==> src/rtl/dmem_arbiter_pkg.sv <==
// rtl/dmem_arbiter_pkg.sv - shared types and constants for the data-RAM arbiter
package dmem_arbiter_pkg;

  typedef enum logic [1:0] {ARB_IDLE, ARB_ACCESS, ARB_DONE} arb_state_t;

  localparam int PORT_CPU = 0;
  localparam int PORT_DBG = 1;

endpackage

==> src/rtl/dmem_arbiter_if.sv <==
// rtl/dmem_arbiter_if.sv - requester and RAM-side signals of the data-RAM arbiter
interface dmem_arbiter_if #(parameter int DWIDTH = 32);

  logic [1:0]        req_i;
  logic [1:0]        we_i;
  logic [DWIDTH-1:0] addr0_i;
  logic [DWIDTH-1:0] addr1_i;
  logic [DWIDTH-1:0] wdata0_i;
  logic [DWIDTH-1:0] wdata1_i;
  logic [1:0]        ack_o;
  logic              err_o;
  logic [DWIDTH-1:0] rdata_o;
  logic              cpu_stall;
  logic              ram_r;
  logic              ram_w;
  logic [DWIDTH-1:0] ram_addr;
  logic [DWIDTH-1:0] ram_wdata;
  logic [DWIDTH-1:0] ram_rdata;

  modport slave (
    input  req_i, we_i, addr0_i, addr1_i, wdata0_i, wdata1_i, ram_rdata,
    output ack_o, err_o, rdata_o, cpu_stall, ram_r, ram_w, ram_addr, ram_wdata
  );

  modport master (
    output req_i, we_i, addr0_i, addr1_i, wdata0_i, wdata1_i, ram_rdata,
    input  ack_o, err_o, rdata_o, cpu_stall, ram_r, ram_w, ram_addr, ram_wdata
  );

endinterface

==> src/rtl/dmem_arbiter_rr_arb2.sv <==
// rtl/dmem_arbiter_rr_arb2.sv - combinational two-way round-robin pick
module rr_arb2 (
  input  logic [1:0] req,
  input  logic       last,
  output logic       gnt_valid,
  output logic       gnt_id
);

  // On a tie the port that did not win last time goes next.
  assign gnt_valid = |req;
  assign gnt_id    = (&req) ? ~last : req[1];

endmodule

==> src/rtl/dmem_arbiter.sv <==
// rtl/dmem_arbiter.sv - round-robin sharing of the single-port data RAM between CPU and debug ports
module dmem_arbiter
  import dmem_arbiter_pkg::*;
#(
  parameter int DWIDTH = 32,
  parameter int DEPTH  = 1024
) (
  input  logic           clock,
  input  logic           reset,
  dmem_arbiter_if.slave  bus
);

  arb_state_t        state_q, state_d;
  logic              port_q;
  logic              last_q;
  logic              we_q;
  logic              err_q;
  logic [DWIDTH-1:0] addr_q;
  logic [DWIDTH-1:0] wdata_q;

  logic [1:0]        arb_req;
  logic              gnt_valid;
  logic              gnt_id;
  logic              load;
  logic              in_range;
  logic              in_access;
  logic              in_done;

  // While acking, the acked port's request is stale and must not win again.
  always_comb begin
    arb_req = bus.req_i;
    if (state_q == ARB_DONE) arb_req[port_q] = 1'b0;
  end

  rr_arb2 u_rr_arb2 (
    .req       (arb_req),
    .last      (last_q),
    .gnt_valid (gnt_valid),
    .gnt_id    (gnt_id)
  );

  assign in_range  = addr_q < DWIDTH'(DEPTH);
  assign in_access = (state_q == ARB_ACCESS);
  assign in_done   = (state_q == ARB_DONE);

  always_comb begin
    state_d = state_q;
    load    = 1'b0;
    case (state_q)
      ARB_IDLE: begin
        if (gnt_valid) begin
          load    = 1'b1;
          state_d = ARB_ACCESS;
        end
      end
      ARB_ACCESS: state_d = ARB_DONE;
      ARB_DONE: begin
        if (gnt_valid) begin
          load    = 1'b1;
          state_d = ARB_ACCESS;
        end else begin
          state_d = ARB_IDLE;
        end
      end
      default: state_d = ARB_IDLE;
    endcase
  end

  always_ff @(posedge clock or negedge reset) begin
    if (!reset) begin
      state_q <= ARB_IDLE;
      last_q  <= 1'b1;
      port_q  <= 1'b0;
      we_q    <= 1'b0;
      err_q   <= 1'b0;
      addr_q  <= '0;
      wdata_q <= '0;
    end else begin
      state_q <= state_d;
      if (load) begin
        port_q  <= gnt_id;
        last_q  <= gnt_id;
        we_q    <= bus.we_i[gnt_id];
        addr_q  <= gnt_id ? bus.addr1_i : bus.addr0_i;
        wdata_q <= gnt_id ? bus.wdata1_i : bus.wdata0_i;
      end
      if (in_access) err_q <= ~in_range;
    end
  end

  assign bus.ram_r     = in_access & in_range & ~we_q;
  assign bus.ram_w     = in_access & in_range & we_q;
  assign bus.ram_addr  = in_access ? addr_q : '0;
  assign bus.ram_wdata = in_access ? wdata_q : '0;

  assign bus.ack_o     = {in_done & port_q, in_done & ~port_q};
  assign bus.err_o     = in_done & err_q;
  assign bus.rdata_o   = (in_done && !we_q && !err_q) ? bus.ram_rdata : '0;
  // Gated by reset so every output reads zero while reset is held.
  assign bus.cpu_stall = reset & bus.req_i[PORT_CPU] & ~bus.ack_o[PORT_CPU];

endmodule

==> src/flat_wrapper.sv <==
// flat-port wrapper written by rule: the top's interface ports become plain ports
module dmem_arbiter_flat import dmem_arbiter_pkg::*;
#(
  parameter int DWIDTH = 32,
  parameter int DEPTH  = 1024
)
  (clock, reset, bus_req_i, bus_we_i, bus_addr0_i, bus_addr1_i, bus_wdata0_i, bus_wdata1_i, bus_ram_rdata, bus_ack_o, bus_err_o, bus_rdata_o, bus_cpu_stall, bus_ram_r, bus_ram_w, bus_ram_addr, bus_ram_wdata);
  dmem_arbiter_if #(.DWIDTH(DWIDTH)) bus_i ();
  input  logic clock;
  input  logic reset;
  input wire logic [$bits(bus_i.req_i)-1:0] bus_req_i;
  input wire logic [$bits(bus_i.we_i)-1:0] bus_we_i;
  input wire logic [$bits(bus_i.addr0_i)-1:0] bus_addr0_i;
  input wire logic [$bits(bus_i.addr1_i)-1:0] bus_addr1_i;
  input wire logic [$bits(bus_i.wdata0_i)-1:0] bus_wdata0_i;
  input wire logic [$bits(bus_i.wdata1_i)-1:0] bus_wdata1_i;
  input wire logic [$bits(bus_i.ram_rdata)-1:0] bus_ram_rdata;
  output wire logic [$bits(bus_i.ack_o)-1:0] bus_ack_o;
  output wire logic [$bits(bus_i.err_o)-1:0] bus_err_o;
  output wire logic [$bits(bus_i.rdata_o)-1:0] bus_rdata_o;
  output wire logic [$bits(bus_i.cpu_stall)-1:0] bus_cpu_stall;
  output wire logic [$bits(bus_i.ram_r)-1:0] bus_ram_r;
  output wire logic [$bits(bus_i.ram_w)-1:0] bus_ram_w;
  output wire logic [$bits(bus_i.ram_addr)-1:0] bus_ram_addr;
  output wire logic [$bits(bus_i.ram_wdata)-1:0] bus_ram_wdata;
  assign bus_i.req_i = bus_req_i;
  assign bus_i.we_i = bus_we_i;
  assign bus_i.addr0_i = bus_addr0_i;
  assign bus_i.addr1_i = bus_addr1_i;
  assign bus_i.wdata0_i = bus_wdata0_i;
  assign bus_i.wdata1_i = bus_wdata1_i;
  assign bus_i.ram_rdata = bus_ram_rdata;
  assign bus_ack_o = bus_i.ack_o;
  assign bus_err_o = bus_i.err_o;
  assign bus_rdata_o = bus_i.rdata_o;
  assign bus_cpu_stall = bus_i.cpu_stall;
  assign bus_ram_r = bus_i.ram_r;
  assign bus_ram_w = bus_i.ram_w;
  assign bus_ram_addr = bus_i.ram_addr;
  assign bus_ram_wdata = bus_i.ram_wdata;
  dmem_arbiter #(.DWIDTH(DWIDTH), .DEPTH(DEPTH)) u_core (.clock(clock), .reset(reset), .bus(bus_i));
endmodule
==> config.mk <==
export PLATFORM = sky130hd
export DESIGN_NAME = dmem_arbiter_flat
export DESIGN_NICKNAME = d
export VERILOG_FILES = /design/src/rtl/dmem_arbiter_pkg.sv /design/src/rtl/dmem_arbiter_if.sv /design/src/rtl/dmem_arbiter_rr_arb2.sv /design/src/rtl/dmem_arbiter.sv /design/src/flat_wrapper.sv
export SDC_FILE = /design/constraint.sdc
export NUM_CORES = 1
export LEC_CHECK = 0
export CAP_MARGIN = 15
export CORE_MARGIN = 3
export CORE_UTILIZATION = 41
export CTS_BUF_LIST = sky130_fd_sc_hd__clkbuf_8
export CTS_CLUSTER_SIZE = 25
export DETAILED_ROUTE_END_ITERATION = 8
export HOLD_SLACK_MARGIN = 0.15
export PLACE_DENSITY = 0.85
export SLEW_MARGIN = 20
export SYNTH_ARGS = -nofsm -noshare
export SYNTH_HDL_FRONTEND = slang
export SYNTH_SLANG_ARGS = --single-unit
==> constraint.sdc <==
create_clock -name clock -period 5.2 [get_ports clock]
set_clock_uncertainty 0.15 [all_clocks]
set_input_delay 0.52 -clock clock [delete_from_list [all_inputs] [get_ports clock]]
set_output_delay 0.52 -clock clock [all_outputs]
set_load 0.005 [all_outputs]
Word level (Yosys, flattened, before mapping)
Index checks and enable logic that the tools add are counted.
{"block": "op_classes", "magnitude_cmp": 4, "reduce_logical": 9, "shifts": 0, "n_div": 0, "eq_ne": 3, "multipliers": 0, "n_addsub": 0, "mux": 16, "bitwise_logic": 15}
{"operator": "32-bit two-way mux", "n": 5}
{"operator": "32-bit by 11-bit < comparator with 1-bit output (second input constant)", "n": 1}
{"operator": "1-bit bitwise AND", "n": 8}
{"operator": "1-bit two-way mux", "n": 7}
{"operator": "2-bit case mux with 3 select lines", "n": 1}
{"operator": "1-bit inverter", "n": 5}
{"operator": "1-bit by 2-bit < comparator with 1-bit output (second input constant)", "n": 2}
{"operator": "2-bit two-way mux", "n": 2}
{"operator": "2-bit OR reduction", "n": 2}
{"operator": "1-bit logical AND", "n": 3}
{"operator": "2-bit bitwise AND", "n": 1}
{"operator": "2-bit by 1-bit == test with 1-bit output (second input constant)", "n": 1}
{"operator": "2-bit == test (second input constant)", "n": 1}
{"operator": "1-bit logical NOT", "n": 2}
{"operator": "2-bit logical NOT", "n": 1}
{"operator": "2-bit by 1-bit != test with 1-bit output (second input constant)", "n": 1}
{"operator": "2-bit inverter", "n": 1}
{"operator": "2-bit AND reduction", "n": 1}
{"operator": "1-bit demux with 1-bit select", "n": 1}
{"operator": "1-bit greater-or-equal comparator (second input constant)", "n": 1}
{"block": "totals", "register_bits": 70, "mem_bits_rw": 0, "latch_bits": 0, "in_bits": 166, "romBits": 0, "memories": 0, "wordCells": 54, "out_inout_bits": 102}

Longest topological paths before layout
{"block": "logic_depth", "depth_word": 11, "mapped_depth": 6, "depth_no_buf": 4}

Cells and area by module
Synthesis repeated with hierarchy kept, for this count alone.
{"block": "hier_totals", "cells_unflattened": 425, "area_unflattened_um2": 4035.1}
{"mod": "dmem_arbiter", "seq_area_each_um2": 1752.9, "cells_each": 423, "instances": 1, "area_per_inst_um2": 4021.4}
{"mod": "rr_arb2", "seq_area_each_um2": 0.0, "cells_each": 2, "instances": 1, "area_per_inst_um2": 13.8}

Least setup slack after synthesis
OpenSTA, ideal clock, no wires.
{"block": "synth_path", "path_kind": "input-to-reg", "startpoint": "input port bus_req_i[0]", "endpoint": "register u_core.wdata_q[22]", "path_buffers": 2, "stages": 6, "t_required_ns": 4.925, "arrival_time_ns": 1.837, "setup_slack_ns": 3.089, "setup_ns": 0.125, "path_cell_list": "inv_1 > o311ai_2 > buf_4 > buf_6 > mux2_2 > mux2_2"}
{"block": "synth_via", "elab_chain_len": 5, "elab_cells_between_ends": 8, "cone_classes": "mux (5); bitwise (1); reduce/logical (2)"}
{"element": "start: declaration", "line_no": "flat_wrapper.sv:11", "rtl": "input wire logic [$bits(bus_i.req_i)-1:0] bus_req_i;"}
{"element": "2-bit bitwise AND (no line)"}
{"element": "2-bit two-way mux (*)", "line_no": "dmem_arbiter.sv:32", "rtl": "if (state_q == ARB_DONE) arb_req[port_q] = 1'b0;"}
{"element": "2-bit AND reduction / 2-bit OR reduction (equally long branches)", "line_no": "dmem_arbiter_rr_arb2.sv:11, dmem_arbiter_rr_arb2.sv:10"}
{"element": "1-bit two-way mux (on tied branches)", "line_no": "dmem_arbiter_rr_arb2.sv:11, dmem_arbiter.sv:51, dmem_arbiter.sv:58"}
{"element": "32-bit two-way mux / 1-bit two-way mux (equally long branches)"}
{"element": "end signal: assignment", "line_no": "dmem_arbiter.sv:85", "rtl": "wdata_q <= gnt_id ? bus.wdata1_i : bus.wdata0_i;"}
{"element": "end: declaration", "line_no": "dmem_arbiter.sv:19", "rtl": "logic [DWIDTH-1:0] wdata_q;"}
Every way passes the cells marked *; elsewhere a longest branch is shown, timed or not.
A chain may end at the register's enable or synchronous reset.

Worst setup path after layout
{"block": "layout_path", "startpoint": "register u_core.state_q[1]", "endpoint": "output port bus_ram_wdata[31]"}
{"block": "layout_via", "elab_chain_len": 2}
{"element": "start: declaration", "line_no": "dmem_arbiter.sv:13", "rtl": "arb_state_t state_q, state_d;"}
{"element": "start signal: assignment", "line_no": "dmem_arbiter.sv:79", "rtl": "state_q <= state_d;"}
{"element": "2-bit by 1-bit == test with 1-bit output", "line_no": "dmem_arbiter.sv:43", "rtl": "assign in_access = (state_q == ARB_ACCESS);"}
{"element": "32-bit two-way mux", "line_no": "dmem_arbiter.sv:94", "rtl": "assign bus.ram_wdata = in_access ? wdata_q : '0;"}
{"element": "end: declaration", "line_no": "flat_wrapper.sv:25", "rtl": "output wire logic [$bits(bus_i.ram_wdata)-1:0] bus_ram_wdata;"}
No other way between the ends.

==> out/results.tsv <==
stage	metric	value	unit
yosys	ys_warn_count	0	
drt	viasPerCell	4.88	
clock_network	cts_hold_buf	0	
global_route	track_usage	0.233	
layout	diodes	0	
timing	fmax	0.312	GHz
global_route	grt_util_met3	0.0747	
drt	totalWireLength	13600	µm
layout	final_nets	777	
clock_network	tritoncts	built	
die	core_area	9820	µm²
drt	postRouteAntennaNets	0	
drt	vias	3653	
worst_setup_path	required	4.53	ns
yosys	synth-edff-count	0	
global_route	grt_overflow	0	
yosys	ys_ff_latch	70	
power	peakVddDrop	0.239	mV
global_route	grt_max_degree	72	
place	place_congestion	0.811	
layout	fill_cells	738	
timing	drv_slew	0	
run	cap_violations	0	
layout	stdcell_area	7150	µm²
worst_setup_path	critPathKind	reg2out	
place	port_buffers	267	
power	cellLeakagePower	2.83	nW
timing	whs	0.145	ns
timing	slew_headroom	0.402	
worst_setup_path	worstPathArrival	2.53	ns
timing	setup_violations	0	
yosys	synth.top_cell.area_share	0.416	
timing	period_minus_slack	3.20	ns
yosys	synth.cell_area	4150	µm²
die	die_h	107	µm
yosys	synthSimpleGateAreaFrac	0.175	
run_status	outcome	finished, final reports clean	
layout	post_route_cells_drive_above_1_share	0.221	
timing	fin_setup_tns	0	ns
yosys	synthMuxAreaShare	0.358	
yosys	synth_area_per_cell	11.8	µm²
worst_setup_path	crit_path_max_incr_delay	0.58	ns
yosys	synth_top_family_by_area	multiplexers	
worst_setup_path	worst_setup_path_end_kind	output pin	
global_route	grt_pass1_vias	3912	
die	die_area	11400	µm²
clock_network	post_cts_buffers	0	
global_route	grt_util_met1	0.238	
global_route	grt_pass1_wl	20600	µm
yosys	synth.most_common_cell	mux2_2	
clock_network	clk_pin_slew	0.08	ns
drt	drtPass1Iterations	4	
clock_network	cts-resized-gates	0	
drt	drtIter0Drc	135	
yosys	synthCells	352	
yosys	yosys.area_share.xor_xnor	0	
hold_path	worst_hold_path_type	in2async	
yosys	yosys.area.top_type	dfrtp_1	
global_route	antenna_found_initial	0	
clock_network	htreeDepth	3	
yosys	synth.distinct_cells	24	
timing	period_share	0.616	
drt	post_drt_wl_per_cell	18.1	µm
yosys	ys_top_cells_by_count	mux2_2 (111), and2_1 (98), dfrtp_1 (69)	
die	initial_utilization	0.423	
place	dpl_cell_area	6930	µm²
yosys	synth.area.top_cells	dfrtp_1 (42%), mux2_2 (30%), and2_1 (15%)	
clock_network	clock_sinks	70	
place	dpl.hpwl	10700	µm
die	fp.dieW	107	µm
worst_setup_path	cp-start-kind	register	
yosys	synth_ff_type	dfrtp_1	
yosys	synth_compound_area_frac	0.00874	
yosys	async_flop_share	1.00	
timing	rsz0062_at_grt	false	
worst_setup_path	rrSetupSlack	2.76	ns
global_route	grtUsageMet2	0.434	
clock_network	clock_tree.root_cell	clkbuf_8	
timing	worstMarginPinSlew	0.897	ns
yosys	yosysSeqAreaShare	0.422	
layout	utilization	0.728	
global_route	busiest_layer	met2	
clock_network	clock_path_buffers	2	
worst_setup_path	crit_slowest_cell	nor2b_4	
die	io-pin-count	268	
power	total_power	3.01	mW
yosys	yosys.area_share.adder	0	
drt	drc	0	
worst_setup_path	crit_chain	nor2b_4 -> buf_4 -> and2_1 -> clkdlybuf4s50_1	
clock_network	clock_latency	0.34	ns
clock_network	cts-buffers-inserted	9	
die	rows	36	
timing	hold_viol	0	
layout	area_growth	72.2	%
yosys	synth_nets	518	
power	p_per_area	421	nW/µm²
worst_setup_path	critPathMaxFanout	37	
==> worst max-delay path, delay by kind of cell, from the launching register on <==
family / cells / cell delay, ns
flops: 1 / 0.48
simple gates: 2 / 0.75
buf+inv: 2 / 0.94
==> cell usage in the layout (no fill, tap or decap), drive strengths merged <==
cell type / netlist / layout
mux2i: 2 / 2
clkbuf: 10 / 11
clkinvlp: 0 / 1
clkdlybuf4s50: 0 / 266
buf: 14 / 6
nor4: 5 / 5
nand3: 1 / 1
a21oi: 1 / 1
o311ai: 1 / 1
nand2: 1 / 1
dfrtp: 69 / 69
nor2: 6 / 6
dfstp: 1 / 1
nand3b: 1 / 1
nand4: 1 / 1
nand2b: 2 / 2
nor3: 2 / 2
a311oi: 1 / 1
clkinv: 0 / 1
mux2: 130 / 130
and2: 98 / 98
and2b: 1 / 1
nor2b: 1 / 1
inv: 4 / 6
bufinv: 0 / 1
==> report_power, final <==
group | switching, mW | leakage (nW) | internal (mW)
clock | 0.200 | 0.108 | 0.244
combinational | 0.564 | 1.91 | 1.00
sequential | 0.171 | 0.814 | 0.826
total | 0.935 | 2.83 | 2.07
==> cell type report <==
class / instances / area [µm²] / area share
flip-flops and latches: 70 / 1750 / 0.245
clock inverters: 5 / 50.0 / 0.00700
well taps: 133 / 166 / 0.0233
repair buffers: 272 / 2720 / 0.381
clock buffers: 11 / 151 / 0.0212
multi-input cells: 254 / 2290 / 0.320
inverters: 4 / 15.0 / 0.00210
==> logic make-up (layout without fill, tap and decap cells) <==
| kind of cell | after synthesis | count (layout) |
|---|---|---|
| AOI/OAI and AO/OA | 3 | 3 |
| and+or+nand+nor | 119 | 119 |
| buffers and inverters | 28 | 292 |
| muxes | 132 | 132 |
| DFF | 70 | 70 |
==> routing by layer <==
metal,share of wire,vias to the layer above
met1,0.35,1753
met4,0.028,0
met3,0.092,25
met2,0.53,154
met5,0,-
li1,-,1721
==> state kept, by name, indices dropped and copies added (netlist names) <==
name / cells
u_core.addr_q: 32
u_core.wdata_q: 32
u_core.state_q: 2
u_core.err_q: 1
u_core.last_q: 1
u_core.port_q: 1
u_core.we_q: 1
==> final timing paths <==
check	start	to	depth (start not counted)
setup / recovery	u_core.state_q[1]	bus_ram_wdata[31]	4
hold / removal	reset	u_core.addr_q[17]	1
setup reg to reg	u_core.state_q[1]	u_core.addr_q[25]	5
hold reg to reg	u_core.wdata_q[28]	u_core.wdata_q[28]	1
max in group asynchronous	reset	u_core.wdata_q[17]	1
min in group clock	u_core.wdata_q[28]	u_core.wdata_q[28]	1
==> per-stage QoR <==
| stage | instances | worst slack (ns) |
|---|---|---|
| 6_report | 749 | 2.00 |
| 5_1_grt | 749 | 1.81 |
| 4_1_cts | 748 | 1.98 |
| 3_5_place_dp | 732 | 1.71 |
| 3_3_place_gp | 732 | 1.82 |
| 2_1_floorplan | 352 | 3.09 |
No activity file was read; power rests on OpenSTA's default activity.
